[config.mk]
export PLATFORM = sky130hd
export DESIGN_NAME = rmw_long_latency_tbl_sched
export DESIGN_NICKNAME = d
export VERILOG_FILES = /design/src/rtl/rmw_long_latency_tbl_sched.sv
export SDC_FILE = /design/constraint.sdc
export NUM_CORES = 1
export LEC_CHECK = 0
export ABC_AREA = 1
export CAP_MARGIN = 40
export CELL_PAD_IN_SITES_DETAIL_PLACEMENT = 1
export CELL_PAD_IN_SITES_GLOBAL_PLACEMENT = 1
export CORE_MARGIN = 4
export CORE_UTILIZATION = 45
export CTS_CLUSTER_DIAMETER = 50
export CTS_CLUSTER_SIZE = 24
export DETAILED_ROUTE_END_ITERATION = 6
export DONT_BUFFER_PORTS = 1
export GPL_TIMING_DRIVEN = 0
export HOLD_SLACK_MARGIN = 0.08
export PLACE_DENSITY_LB_ADDON = 0.1
export SYNTH_ARGS = -nofsm -noshare
export SYNTH_HDL_FRONTEND = slang
export SYNTH_SLANG_ARGS = --single-unit
[constraint.sdc]
create_clock -name clk -period 4.5 [get_ports clk]
set_input_delay 0.9 -clock clk [delete_from_list [all_inputs] [get_ports clk]]
set_output_delay 0.9 -clock clk [all_outputs]
set_load 0.005 [all_outputs]
[src/rtl/rmw_long_latency_tbl_sched.sv]
// Table RAM scheduler: queues cache reads and writes, issues one RAM op per cycle, and returns tagged read data.
// Optional macro RMW_LONG_LATENCY_TBL_SCHED_FWD_EN: serve RAW-hazard reads from the write queue instead of stalling.
module rmw_long_latency_tbl_sched #(
  parameter int unsigned ID_W  = 8,
  parameter int unsigned W     = 32,
  parameter int unsigned TAG_W = 3,
  parameter int unsigned LAT   = 4,
  parameter int unsigned RQ_N  = 4,
  parameter int unsigned WQ_N  = 4
) (
  input  logic             clk,
  input  logic             rst,
  input  logic             tbl_rd_r,
  input  logic [ID_W-1:0]  tbl_rd_id_r,
  input  logic [TAG_W-1:0] tbl_rd_itag_r,
  input  logic             tbl_wr_r,
  input  logic [ID_W-1:0]  tbl_wr_id_r,
  input  logic [W-1:0]     tbl_wr_word_r,
  output logic             tbl_rd_word_vld_r,
  output logic [W-1:0]     tbl_rd_word_r,
  output logic [TAG_W-1:0] tbl_rd_ctag_r,
  output logic             ram_en,
  output logic             ram_wen,
  output logic [ID_W-1:0]  ram_addr,
  output logic [W-1:0]     ram_wdata,
  input  logic [W-1:0]     ram_rdata,
  output logic             sched_afull_w,
  output logic             err_ovf_r
);
  localparam int unsigned RQ_AW = $clog2(RQ_N);
  localparam int unsigned RQ_CW = $clog2(RQ_N + 1);
  localparam int unsigned WQ_AW = $clog2(WQ_N);
  localparam int unsigned WQ_CW = $clog2(WQ_N + 1);
  localparam logic [RQ_CW-1:0] RQ_FULL = RQ_CW'(RQ_N);
  localparam logic [RQ_CW-1:0] RQ_THR  = RQ_CW'(RQ_N - 1);
  localparam logic [WQ_CW-1:0] WQ_FULL = WQ_CW'(WQ_N);
  localparam logic [WQ_CW-1:0] WQ_THR  = WQ_CW'(WQ_N - 1);

  function automatic int unsigned wrap(input int unsigned s, input int unsigned n);
    return (s >= n) ? s - n : s;
  endfunction

  logic [ID_W-1:0]  rq_id_q   [RQ_N];
  logic [ID_W-1:0]  rq_id_d   [RQ_N];
  logic [TAG_W-1:0] rq_tag_q  [RQ_N];
  logic [TAG_W-1:0] rq_tag_d  [RQ_N];
  logic [RQ_AW-1:0] rq_head_q, rq_head_d, rq_tail;
  logic [RQ_CW-1:0] rq_cnt_q, rq_cnt_d;

  logic [ID_W-1:0]  wq_id_q   [WQ_N];
  logic [ID_W-1:0]  wq_id_d   [WQ_N];
  logic [W-1:0]     wq_word_q [WQ_N];
  logic [W-1:0]     wq_word_d [WQ_N];
  logic [WQ_AW-1:0] wq_head_q, wq_head_d, wq_tail;
  logic [WQ_CW-1:0] wq_cnt_q, wq_cnt_d;

  logic             ram_en_q, ram_en_d, ram_wen_q, ram_wen_d;
  logic [ID_W-1:0]  ram_addr_q, ram_addr_d;
  logic [W-1:0]     ram_wdata_q, ram_wdata_d;

  logic [LAT:0]     pipe_vld_q, pipe_vld_d;
  logic [TAG_W-1:0] pipe_tag_q [LAT+1];
  logic [TAG_W-1:0] pipe_tag_d [LAT+1];
`ifdef RMW_LONG_LATENCY_TBL_SCHED_FWD_EN
  logic [LAT:0]     pipe_fwd_q, pipe_fwd_d;
  logic [W-1:0]     pipe_data_q [LAT+1];
  logic [W-1:0]     pipe_data_d [LAT+1];
  logic [W-1:0]     fwd_word;
`endif

  logic             rd_vld_q, rd_vld_d;
  logic [W-1:0]     rd_word_q, rd_word_d;
  logic [TAG_W-1:0] rd_ctag_q, rd_ctag_d;
  logic             err_ovf_q, err_ovf_d;

  logic             rq_empty, rq_full, wq_empty, wq_full, wq_thr;
  logic [ID_W-1:0]  rq_head_id;
  logic             haz_wq, haz_in, stall, fwd;
  logic             gnt_r, gnt_w, rq_pop, wq_pop, rq_push, wq_push;

  assign rq_empty   = (rq_cnt_q == '0);
  assign rq_full    = (rq_cnt_q == RQ_FULL);
  assign wq_empty   = (wq_cnt_q == '0);
  assign wq_full    = (wq_cnt_q == WQ_FULL);
  assign wq_thr     = (wq_cnt_q >= WQ_THR);
  assign rq_head_id = rq_id_q[rq_head_q];
  assign rq_tail    = RQ_AW'(wrap(32'(rq_head_q) + 32'(rq_cnt_q), RQ_N));
  assign wq_tail    = WQ_AW'(wrap(32'(wq_head_q) + 32'(wq_cnt_q), WQ_N));

  // Scan queued writes oldest to youngest so the last match is the youngest one.
  always_comb begin
    haz_wq = 1'b0;
`ifdef RMW_LONG_LATENCY_TBL_SCHED_FWD_EN
    fwd_word = '0;
`endif
    for (int unsigned i = 0; i < WQ_N; i++) begin
      if ((WQ_CW'(i) < wq_cnt_q) &&
          (wq_id_q[WQ_AW'(wrap(32'(wq_head_q) + i, WQ_N))] == rq_head_id)) begin
        haz_wq = !rq_empty;
`ifdef RMW_LONG_LATENCY_TBL_SCHED_FWD_EN
        fwd_word = wq_word_q[WQ_AW'(wrap(32'(wq_head_q) + i, WQ_N))];
`endif
      end
    end
    haz_in = !rq_empty && tbl_wr_r && (tbl_wr_id_r == rq_head_id);
  end

  always_comb begin
    gnt_r = 1'b0;
    gnt_w = 1'b0;
`ifdef RMW_LONG_LATENCY_TBL_SCHED_FWD_EN
    // A write arriving this cycle is younger than the head read, so only queued matches forward.
    fwd   = haz_wq;
    stall = haz_in && !haz_wq;
`else
    fwd   = 1'b0;
    stall = haz_wq || haz_in;
`endif
    if (fwd || stall) begin
      gnt_w = !wq_empty;
    end else if (wq_thr) begin
      gnt_w = 1'b1;
    end else if (!rq_empty) begin
      gnt_r = 1'b1;
    end else if (!wq_empty) begin
      gnt_w = 1'b1;
    end
  end

  always_comb begin
    rq_pop    = gnt_r || fwd;
    wq_pop    = gnt_w;
    rq_push   = tbl_rd_r && (!rq_full || rq_pop);
    wq_push   = tbl_wr_r && (!wq_full || wq_pop);
    err_ovf_d = err_ovf_q || (tbl_rd_r && !rq_push) || (tbl_wr_r && !wq_push);

    rq_id_d  = rq_id_q;
    rq_tag_d = rq_tag_q;
    if (rq_push) begin
      rq_id_d[rq_tail]  = tbl_rd_id_r;
      rq_tag_d[rq_tail] = tbl_rd_itag_r;
    end
    rq_head_d = rq_pop ? RQ_AW'(wrap(32'(rq_head_q) + 1, RQ_N)) : rq_head_q;
    rq_cnt_d  = rq_cnt_q + RQ_CW'(rq_push) - RQ_CW'(rq_pop);

    wq_id_d   = wq_id_q;
    wq_word_d = wq_word_q;
    if (wq_push) begin
      wq_id_d[wq_tail]   = tbl_wr_id_r;
      wq_word_d[wq_tail] = tbl_wr_word_r;
    end
    wq_head_d = wq_pop ? WQ_AW'(wrap(32'(wq_head_q) + 1, WQ_N)) : wq_head_q;
    wq_cnt_d  = wq_cnt_q + WQ_CW'(wq_push) - WQ_CW'(wq_pop);

    ram_en_d    = gnt_r || gnt_w;
    ram_wen_d   = gnt_w;
    ram_addr_d  = gnt_w ? wq_id_q[wq_head_q] : rq_head_id;
    ram_wdata_d = wq_word_q[wq_head_q];

    // Stage 0 lines up with the RAM op; stage LAT lines up with ram_rdata.
    pipe_vld_d    = {pipe_vld_q[LAT-1:0], gnt_r || fwd};
    pipe_tag_d[0] = rq_tag_q[rq_head_q];
    for (int unsigned k = 1; k <= LAT; k++) begin
      pipe_tag_d[k] = pipe_tag_q[k-1];
    end
`ifdef RMW_LONG_LATENCY_TBL_SCHED_FWD_EN
    pipe_fwd_d     = {pipe_fwd_q[LAT-1:0], fwd};
    pipe_data_d[0] = fwd_word;
    for (int unsigned k = 1; k <= LAT; k++) begin
      pipe_data_d[k] = pipe_data_q[k-1];
    end
`endif

    rd_vld_d  = pipe_vld_q[LAT];
    rd_word_d = rd_word_q;
    rd_ctag_d = rd_ctag_q;
    if (pipe_vld_q[LAT]) begin
`ifdef RMW_LONG_LATENCY_TBL_SCHED_FWD_EN
      rd_word_d = pipe_fwd_q[LAT] ? pipe_data_q[LAT] : ram_rdata;
`else
      rd_word_d = ram_rdata;
`endif
      rd_ctag_d = pipe_tag_q[LAT];
    end
  end

  always_ff @(posedge clk) begin
    if (rst) begin
      rq_head_q  <= '0;
      rq_cnt_q   <= '0;
      wq_head_q  <= '0;
      wq_cnt_q   <= '0;
      ram_en_q   <= 1'b0;
      ram_wen_q  <= 1'b0;
      pipe_vld_q <= '0;
      rd_vld_q   <= 1'b0;
      err_ovf_q  <= 1'b0;
`ifdef RMW_LONG_LATENCY_TBL_SCHED_FWD_EN
      pipe_fwd_q <= '0;
`endif
    end else begin
      rq_head_q  <= rq_head_d;
      rq_cnt_q   <= rq_cnt_d;
      wq_head_q  <= wq_head_d;
      wq_cnt_q   <= wq_cnt_d;
      ram_en_q   <= ram_en_d;
      ram_wen_q  <= ram_wen_d;
      pipe_vld_q <= pipe_vld_d;
      rd_vld_q   <= rd_vld_d;
      err_ovf_q  <= err_ovf_d;
`ifdef RMW_LONG_LATENCY_TBL_SCHED_FWD_EN
      pipe_fwd_q <= pipe_fwd_d;
`endif
    end
  end

  // Payload registers carry no reset; their valids qualify them.
  always_ff @(posedge clk) begin
    rq_id_q     <= rq_id_d;
    rq_tag_q    <= rq_tag_d;
    wq_id_q     <= wq_id_d;
    wq_word_q   <= wq_word_d;
    ram_addr_q  <= ram_addr_d;
    ram_wdata_q <= ram_wdata_d;
    pipe_tag_q  <= pipe_tag_d;
    rd_word_q   <= rd_word_d;
    rd_ctag_q   <= rd_ctag_d;
`ifdef RMW_LONG_LATENCY_TBL_SCHED_FWD_EN
    pipe_data_q <= pipe_data_d;
`endif
  end

  assign ram_en            = ram_en_q;
  assign ram_wen           = ram_wen_q;
  assign ram_addr          = ram_addr_q;
  assign ram_wdata         = ram_wdata_q;
  assign tbl_rd_word_vld_r = rd_vld_q;
  assign tbl_rd_word_r     = rd_word_q;
  assign tbl_rd_ctag_r     = rd_ctag_q;
  assign err_ovf_r         = err_ovf_q;
  assign sched_afull_w     = (rq_cnt_q >= RQ_THR) || (wq_cnt_q >= WQ_THR);

endmodule

==> metrics.md <==
| Metric | Value |
|---|---|
| Final Cycle Share | `79.5%` |
| DR vias/cell | `between 5 and 6` |
| Final Hold Viols | `0` |
| Max Fanout on Critical Path | `10` |
| Initial antenna violation count | `0` |
| Clock buffers created by TritonCTS | `30` |
| RSZ-0062 raised after global routing | `false` |
| Mapped Cells | `1050` |
| Clk_skew | `approximately 11 ps` |
| CP Data Arrival Time | `4030 ps` |
| Htree depth | `1` |
| Top_reg_cell synth | `edfxtp_1` |
| #FFs+latches synth | `~310` |
| Fin worst setup slack | `a little over 900 ps` |
| First-pass GRT wire length | `about 50000 µm` |
| Io pins | `167` |
| Peak Freq | `approximately 280 MHz` |
| Total GRT Usage | `between 20 and 25%` |
| Top-area cell type share of the netlist area | `58.8%` |
| Min-delay src | `pipe_tag_d[3]` |
| YS warnings | `0` |
| Chip height | `173 µm` |
| Area grow syn2layout | `14.8%` |
| Cts repair resizes | `0` |
| Lkg Pwr | `~5.4 nW` |
| Worst r2r src | `wq_head_q[0]` |
| Crit end category | `register` |
| Post-CTS setup buffer count | `0` |
| Hpwl dp | `approximately 22000 µm` |
| Post-synth ARST share | `0%` |
| DRC Markers | `0` |
| Clk sinks | `roughly 310` |
| Vias | `7829` |
| Layout Nets | `approximately 1200` |
| Setup WS pre-CTS | `a little under 1000 ps` |
| Root Driver | `clkbuf_16` |
| Register area share after synthesis | `slightly above 70%` |
| Chip width | `around 170 µm` |
| Critical-path cell list | `buf_6 > buf_2 > nand2_1 > nand2_1 > o21ai_0 > xor2_1 > nand3_1 > nor2_1 > nor2_2 > nand3_4 > nand2_2 > inv_2 > ha_1 > inv_1 > ha_1 > inv_1 > fa_1 > xnor2_1 > nor2_1` |
| Std cell rows | `60` |
| Top cells by count, synth | `nand2_1 (291), edfxtp_1 (239), nand3_1 (143)` |
| Minimum period implied by the final worst setup slack | `roughly 3600 ps` |
| Final Max Tran Viols | `0` |
| Post-Syn Area per Cell | `11.6 µm²` |
| Antenna cells | `0` |
| Vias in the first global route | `8305` |
| Synth Net Count | `around 1100` |
| Status | `finished, final reports clean` |
| Critical Path RT | `about 5000 ps` |
| WL/cell | `between 20 and 25 µm` |
| Synth cell types | `32` |
| Synth area leaders | `edfxtp_1 (59%), dfxtp_1 (12%), nand2_1 (8.9%), nand3_1 (5.9%), a22oi_1 (2.0%)` |
| Skew-Pair Late Insertion Delay | `580 ps` |
| Initial DRC Count | `about 420` |
| Clock Tree Buf Depth | `3` |
| Crit path launch type | `register` |
| CTS Hold Bufs | `0` |
| Final wirelength | `between 30000 and 40000 µm` |
| RD Place Congestion | `between 0.8 and 0.9` |
| Core Box Area | `0.0268 mm²` |
| CTS tree | `done` |
| Peak VDD IR | `between 0.0003 and 0.0004 V` |
| Slew HR | `approximately two fifths` |
| Layout cell share with drive strength beyond 1 | `a little under an eighth` |
| Synthesized cell area | `0.0122 mm²` |
| Worst setup path start | `wq_head_q[0]` |
| Slew @ Worst Pin | `between 800 and 900 ps` |
| Max-cap viol count | `0` |
| Largest stage delay on the critical path | `500 ps` |
| Full die area | `a little under 0.03 mm²` |
| Hold WC Path Type | `reg -> reg` |
| Number of enable flip-flop cells after synthesis | `~240` |
| # setup viols final | `0` |
| Count leader, synth | `nand2_1` |
| Largest net degree at the start of global routing | `37` |
| Reg clk slew, reported paths | `roughly 70 ps` |
| Initial Util | `approximately 46%` |
| I/O Buffers | `0` |
| Worst hold slack | `325 ps` |
| Power Total | `about 11 mW` |
| Biggest area consumer among synthesized cells | `edfxtp_1` |
| Power Dens Cells | `approximately 770 mW/mm²` |
| Slowest-stage cell, CP | `o21ai_0` |
| Final ANT Viol Nets | `0` |
| Drt pass-1 iters | `5` |
| Setup CP Type | `reg -> reg` |
| Remaining global-route overflow | `0` |
-- routing by layer --
layer / wire [µm] / track usage [%]
met5: 0 / 0
met4: 658 / 4.72
met3: 1590 / 4.37
met2: 15200 / 34.9
met1: 13900 / 27.9
-- cells in the final DEF, fill, tap and decap left out, types with 3 or more instances in the layout --
master and instances:
buf_4 16, inv_2 6, o22ai_1 3, inv_8 4
nor2_1 52, nand3_1 143, dfxtp_1 73, clkbuf_16 30
bufinv_16 5, buf_6 25, a21oi_1 7, ha_1 9
inv_1 50, xor2_1 12, buf_1 3, nor3_2 4
a22oi_1 32, clkbuf_1 22, nand2_1 291, o211ai_1 4
xnor2_1 7, edfxtp_1 239, o21ai_0 25, inv_6 6
buf_2 7, o21ai_1 19, nand2_2 10
-- layout make-up --
type	count	area, µm²
Fill cell	2752	12800
Sequential cell	313	8660
Multi-Input combinational cell	632	3060
Clock buffer	32	758
Tap cell	341	427
Clock inverter	24	355
Buffer	47	287
Timing Repair Buffer	25	251
Inverter	58	223
-- logic make-up after synthesis --
group	after synthesis	share of synthesized area, %
AO/OA/AOI/OAI	93	4.66
XOR/XNOR	19	1.36
buffers and inverters	105	4.17
AND/OR/NAND/NOR	508	17.6
adder cells (fa/ha/maj)	11	1.25
multiplexers	1	0.0820
flip-flops	313	70.9
-- critical path, delay by kind of cell (launching register included) --
kind | cells | cell delay, ps
and+or+nand+nor | 8 | 950
adders and majority gates | 3 | 800
buffers and inverters | 5 | 560
AOI/OAI and AO/OA | 1 | 500
DFF | 1 | 330
xor gates and xnor gates | 2 | 300
-- registers in the layout (all words and copies together) (netlist names), 2 cells and up --
signal	cells
wq_word_q	128
ram_wdata	32
rq_id_q	32
tbl_rd_word_r	32
wq_id_q	32
pipe_tag_d	12
rq_tag_q	12
ram_addr	8
pipe_vld_q	5
pipe_tag_q	3
rq_cnt_q	3
tbl_rd_ctag_r	3
wq_cnt_q	3
rq_head_q	2
wq_head_q	2
-- per-stage QoR --
step	cell area, µm²	std cells	setup TNS [ps]	util (%)
after floorplan	12200	1050	0	-
after global placement	12600	1391	-449280	47.2
after detailed placement	12900	1416	0	48.2
after CTS	14000	1472	0	52.3
after global routing	14000	1472	0	52.3
final	14000	1472	0	52.3
-- worst paths after layout --
path	end	slack [ps]	cells after the start
max	wq_cnt_q[2]	920	19
min	pipe_tag_d[0]	320	0
max reg2reg	wq_cnt_q[2]	920	19
min reg2reg	pipe_tag_d[0]	320	0
-- power by group --
| part | switching, mW | total (mW) | internal [mW] | leakage (nW) |
|---|---|---|---|---|
| registers | 0.306 | 4.39 | 4.09 | 2.81 |
| clock network | 1.19 | 2.76 | 1.57 | 0.538 |
| logic | 2.53 | 3.66 | 1.13 | 2.09 |
(Power assumes the default switching activity.)
